$ cat src/rtl/dmem_arb_pkg.sv
// dmem_arb_pkg: shared constants for the data-RAM arbiter
// (read-owner encoding, grant states, default starvation limit).
package dmem_arb_pkg;

  localparam logic [1:0] OWN_NONE = 2'd0;
  localparam logic [1:0] OWN_CPU  = 2'd1;
  localparam logic [1:0] OWN_DMA  = 2'd2;

  typedef enum logic [1:0] {
    GS_IDLE = 2'd0,
    GS_CPU  = 2'd1,
    GS_DMA  = 2'd2
  } gnt_e;

  localparam int MAX_WAIT_DEF = 8;

endpackage

$ cat src/rtl/arb_wait_counter.sv
// arb_wait_counter: saturating up-counter with synchronous clear.
// Ports: clock, reset (async low), inc, clr, sat_val -> cnt, sat.
module arb_wait_counter #(
  parameter int W = 4
) (
  input  logic         clock,
  input  logic         reset,
  input  logic         inc,
  input  logic         clr,
  input  logic [W-1:0] sat_val,
  output logic [W-1:0] cnt,
  output logic         sat
);

  assign sat = (cnt == sat_val);

  always_ff @(posedge clock or negedge reset) begin
    if (!reset) begin
      cnt <= '0;
    end else if (clr) begin
      cnt <= '0;
    end else if (inc && !sat) begin
      cnt <= cnt + 1'b1;
    end
  end

endmodule

$ cat src/rtl/dmem_arbiter.sv
// dmem_arbiter: shares the data RAM between CPU (priority) and frame-fetch DMA,
// with a starvation guard forcing one DMA grant after MAX_WAIT denials.
// Ports: clock, reset (async low); cpu_* request/stall/rdata; dma_* req/gnt/rvalid/rdata;
// ram_* RAM side. Optional DMEM_ARB_PERF_EN adds perf_cpu_cnt/perf_dma_cnt/perf_stall_cnt.
module dmem_arbiter
  import dmem_arb_pkg::*;
#(
  parameter int ADDR_W   = 12,
  parameter int DATA_W   = 32,
  parameter int MAX_WAIT = MAX_WAIT_DEF
) (
  input  logic              clock,
  input  logic              reset,
  input  logic              cpu_en,
  input  logic              cpu_wren,
  input  logic [ADDR_W-1:0] cpu_addr,
  input  logic [DATA_W-1:0] cpu_wdata,
  output logic [DATA_W-1:0] cpu_rdata,
  output logic              cpu_stall,
  input  logic              dma_req,
  input  logic [ADDR_W-1:0] dma_addr,
  output logic              dma_gnt,
  output logic              dma_rvalid,
  output logic [DATA_W-1:0] dma_rdata,
  output logic              ram_wEn,
  output logic [ADDR_W-1:0] ram_addr,
  output logic [DATA_W-1:0] ram_dataIn,
  input  logic [DATA_W-1:0] ram_dataOut
`ifdef DMEM_ARB_PERF_EN
  ,
  output logic [31:0]       perf_cpu_cnt,
  output logic [31:0]       perf_dma_cnt,
  output logic [31:0]       perf_stall_cnt
`endif
);

  localparam int CW = $clog2(MAX_WAIT + 1);

  logic [CW-1:0] wait_cnt;
  logic          sat;
  logic          starve;
  logic          wait_inc;
  gnt_e          gstate;
  logic [1:0]    owner_d;
  logic [1:0]    owner_q;

  arb_wait_counter #(
    .W (CW)
  ) u_wait (
    .clock   (clock),
    .reset   (reset),
    .inc     (wait_inc),
    .clr     (!wait_inc),
    .sat_val (CW'(MAX_WAIT)),
    .cnt     (wait_cnt),
    .sat     (sat)
  );

  // The count only climbs while dma_req is held, so qualifying
  // with dma_req keeps a withdrawn request from blocking the CPU.
  assign starve   = sat & dma_req;
  assign wait_inc = dma_req & ~dma_gnt;

  // Grants are held off while reset is asserted so nothing
  // reaches the RAM or either requester during reset.
  always_comb begin
    gstate = GS_IDLE;
    if (reset) begin
      if (dma_req && (!cpu_en || starve)) begin
        gstate = GS_DMA;
      end else if (cpu_en) begin
        gstate = GS_CPU;
      end
    end
  end

  assign dma_gnt    = (gstate == GS_DMA);
  assign cpu_stall  = dma_gnt & cpu_en;
  assign ram_wEn    = (gstate == GS_CPU) & cpu_wren;
  assign ram_addr   = dma_gnt ? dma_addr : cpu_addr;
  assign ram_dataIn = cpu_wdata;

  always_comb begin
    owner_d = OWN_NONE;
    unique case (gstate)
      GS_DMA:  owner_d = OWN_DMA;
      GS_CPU:  owner_d = cpu_wren ? OWN_NONE : OWN_CPU;
      default: owner_d = OWN_NONE;
    endcase
  end

  always_ff @(posedge clock or negedge reset) begin
    if (!reset) begin
      owner_q <= OWN_NONE;
    end else begin
      owner_q <= owner_d;
    end
  end

  // RAM output is registered, so the owner recorded last
  // cycle tells whose data is on ram_dataOut now.
  assign dma_rvalid = (owner_q == OWN_DMA);
  assign dma_rdata  = ram_dataOut;
  assign cpu_rdata  = ram_dataOut;

  a_wait_bound: assert property (
    @(posedge clock) disable iff (!reset)
    wait_cnt <= CW'(MAX_WAIT)
  );

`ifdef DMEM_ARB_PERF_EN
  always_ff @(posedge clock or negedge reset) begin
    if (!reset) begin
      perf_cpu_cnt   <= '0;
      perf_dma_cnt   <= '0;
      perf_stall_cnt <= '0;
    end else begin
      if (gstate == GS_CPU) perf_cpu_cnt <= perf_cpu_cnt + 32'd1;
      if (gstate == GS_DMA) perf_dma_cnt <= perf_dma_cnt + 32'd1;
      if (cpu_stall) perf_stall_cnt <= perf_stall_cnt + 32'd1;
    end
  end
`endif

endmodule
$ cat config.mk
export PLATFORM = sky130hd
export DESIGN_NAME = dmem_arbiter
export DESIGN_NICKNAME = d
export VERILOG_FILES = /design/src/rtl/dmem_arb_pkg.sv /design/src/rtl/arb_wait_counter.sv /design/src/rtl/dmem_arbiter.sv
export SDC_FILE = /design/constraint.sdc
export NUM_CORES = 1
export LEC_CHECK = 0
export CAP_MARGIN = 0
export CELL_PAD_IN_SITES_DETAIL_PLACEMENT = 0
export CELL_PAD_IN_SITES_GLOBAL_PLACEMENT = 1
export CORE_MARGIN = 8
export CORE_UTILIZATION = 13
export CTS_BUF_LIST = sky130_fd_sc_hd__clkbuf_16
export DETAILED_ROUTE_END_ITERATION = 10
export PLACE_DENSITY = 0.86
export SLEW_MARGIN = 20
export SYNTH_ARGS = -nofsm -noshare
export SYNTH_HDL_FRONTEND = slang
export SYNTH_SLANG_ARGS = --single-unit
$ cat constraint.sdc
create_clock -name clock -period 3 [get_ports clock]
set_clock_uncertainty 0.2 [all_clocks]
set_input_delay 0.45 -clock clock [delete_from_list [all_inputs] [get_ports clock]]
set_output_delay 0.45 -clock clock [all_outputs]
set_load 0.005 [all_outputs]
==> results <==
stage by stage:
| stage | util (%) | setup TNS, ns | setup WS [ns] | power, mW |
|---|---|---|---|---|
| final | 13.4 | 0 | 0.0835 | 0.417 |
| after global routing | 13.4 | 0 | 0.0129 | 0.439 |
| after CTS | 13.2 | 0 | 0.000872 | 0.426 |
| after detailed placement | 12.3 | -0.265 | -0.0396 | 0.205 |
| after global placement | 12.3 | -0.191 | -0.0443 | 0.202 |
| after floorplan | - | 0 | 0.577 | 0.230 |
final timing paths:
kind	start	endpoint	slack (ns)	depth (start not counted)
max	u_wait.cnt[0]	ram_addr[7]	0.08	8
min	reset	owner_q[1]	0.13	2
max reg2reg	u_wait.cnt[0]	u_wait.cnt[0]	0.75	9
min reg2reg	u_wait.cnt[3]	u_wait.cnt[3]	0.38	2
max in group asynchronous	reset	u_wait.cnt[3]	2.35	2
min in group clock	u_wait.cnt[3]	u_wait.cnt[3]	0.38	2
cell type report:
class                   instances  area share, %
inverters                       3          0.871
flip-flops and latches          6           11.6
clock buffers                   3           5.81
multi-input cells              38           28.1
repair buffers                 52           40.8
well taps                     133           12.9
power by group through the flow:
stage	Combinational, mW	Clock (mW)	Sequential, mW
floorplan	0.140	0	0.0897
global placement	0.111	0	0.0905
detailed placement	0.114	0	0.0907
CTS	0.118	0.221	0.0878
global route	0.123	0.228	0.0884
finish	0.112	0.218	0.0878
timing repair:
action                                  CTS  global route
endpoints found under the setup margin   12            10
resized for setup                         5             9
buffers inserted                          2             0
per-layer routing:
layer | track usage [%] | share of wire (%) | up-vias
met4 | 3.50 | 5.4 | 0
met3 | 2.99 | 15 | 31
met5 | 0 | 0 | -
met1 | 2.82 | 28 | 282
li1 | - | - | 283
met2 | 7.25 | 52 | 45
worst register-to-register path, cell delays in order, from the launching register on:
cell	delay, ns
dfrtp_1	0.34
inv_1	0.05
ha_1	0.18
and3b_1	0.20
o211a_1	0.21
ha_2	0.19
buf_12	0.14
buf_4	0.15
or3b_1	0.37
mux2i_1	0.14
kinds of logic after synthesis:
| group | count (synthesis) | share of synthesized area (%) |
|---|---|---|
| simple gates | 14 | 8.33 |
| buf+inv | 103 | 60.0 |
| flops | 6 | 11.8 |
| compound gates | 4 | 2.35 |
| fa+ha+maj | 4 | 3.92 |
| mux | 15 | 12.9 |
| xor+xnor | 1 | 0.686 |
cells in the final DEF (no fill, tap or decap):
master,instances
buf_12,1
nor2b_1,1
nor3b_1,1
dlygate4sd2_1,5
a21oi_1,1
nand3_1,1
clkbuf_16,3
a21o_1,1
or3b_1,2
clkdlybuf4s50_1,31
and3b_1,1
buf_4,7
nor4b_2,1
nand2_1,1
o211ai_1,1
nand3b_1,4
xnor2_1,1
mux2_2,12
ha_1,3
o211a_1,1
mux2i_1,3
ha_2,1
and2_1,2
dfrtp_1,6
dlymetal6s2s_1,8
inv_1,3
flip-flops by register name, indices dropped and copies added, names as in the netlist:
signal / count
u_wait.cnt: 4
owner_q: 2
==> summary.md <==
| Metric | Value |
|---|---|
| Clock Latency Late Sink | `0.23 ns` |
| Wire per inst | `11.2 um` |
| Leading area contributor after synthesis | `buf_4` |
| Hold buffer count at cts | `0` |
| Yosys warns | `0` |
| Final hold vios | `0` |
| Post-Route WL | `2630 um` |
| Synth Instances | `147` |
| Worst EP required | `2.35 ns` |
| Largest net degree at the start of global routing | `13` |
| Root buf cell | `clkbuf_16` |
| CTS tree | `yes` |
| Synth Flop Type | `dfrtp_1` |
| First-pass detailed-route iteration total | `3` |
| Int Power | `334 uW` |
| Slew @ Worst Pin | `0.183 ns` |
| Syn_area_per_cell | `8.69 um2` |
| Port bufs | `44` |
| Fill count | `1,112` |
| H-tree depth | `1` |
| Final HPWL DP | `2310 um` |
| Leakage | `0.567 nW` |
| Die area | `13,300 um2` |
| Register area | `150 um2` |
| Grt ovf | `0` |
| RSZ-0062 raised after global routing | `no` |
| Crit-path cells | `inv_1, ha_1, and3b_1, o211a_1, ha_2, buf_4, mux2_2, clkdlybuf4s50_1` |
| Placer Congestion | `0.688` |
| CP delay by family, top | `buffers and inverters` |
| Status | `finished clean` |
| Placed cell areas | `1190 um2` |
| Max FO, Critical Path | `4` |
| Area contributors post-synth | `buf_4 (57%), dfrtp_1 (12%), mux2_2 (11%), ha_1 (3.9%), mux2i_1 (2.4%)` |
| Arrival time worst endpoint | `2.27 ns` |
| Die height | `115 um` |
| Reg clk slew, reported paths | `0.03 ns` |
| I/O pin count | `205` |
| Syn_nets | `244` |
| # placed instances | `230` |
| Pins Over Slew Limit | `0` |
| VDD IR max | `0.000196 V` |
| Pwr Density | `323 nW/um2` |
| DRC viols | `0` |
| Rows | `36` |
| DR vias | `641` |
| Initial DRC Count | `11` |
| Fin area | `1290 um2` |
| Global Route Usage Sum | `4.11%` |
| Ys async rst share | `100%` |
| Net Sw Frac | `20.1%` |
| ANT cells | `0` |
| Crit path largest cell delay | `0.45 ns` |
| Via density per instance | `2.73` |
| Worst Hold Class | `input pin to async pin` |
| Top cell type's share of synthesized area | `57.0%` |
| Final std cells w/o fill | `235` |
| CP endpoint kind | `primary output` |
| Synthesized area | `1280 um2` |
| Finish-stage setup viols | `0` |
| First-pass GRT wire length | `4050 um` |
| Min Tclk post-route | `2.92 ns` |
| Max cap viols | `0` |
| TritonCTS Buffers | `3` |
| Rel. slew slack | `87.8%` |
| ANT nets after route | `0` |
| Layout cells sized above 1 | `24.5%` |
| Hold_ws | `0.131 ns` |
| WS Path Type | `flop to primary output` |
| CP Launch Type | `flop` |
| Top-count cell post-synth | `buf_4` |
| Post-synth EDFFs | `0` |
| Switching Power | `83.8 uW` |
| Slowest CP cell | `clkdlybuf4s50_1` |
| Core Area | `9640 um2` |
| Comb pwr share | `26.8%` |
| Antenna violations before repair | `0` |
| Starting Density | `13.3%` |
| Net count, final | `201` |
| Synth unique cells | `22` |
| Period utilization | `97.2%` |
| Clock Power Share | `52.1%` |
| Worst path buffer plus inverter count | `3` |
| Die width | `115 um` |
| Yosys reg bits | `6` |
| Multi-input gate area | `363 um2` |
| Vias in the first global route | `803` |
| Seq/Total Area, Yosys | `11.8%` |
| Synth top cells by count | `buf_4 (97), mux2_2 (12), dfrtp_1 (6)` |
| Maximum clock path buffer count | `2` |
| CTS Sinks | `6` |
| Area Growth Syn to Fin | `1.18%` |
| Share of power burned in registers | `21.0%` |
| Fmax | `0.343 GHz` |
Power figures use the tool's default switching activity.
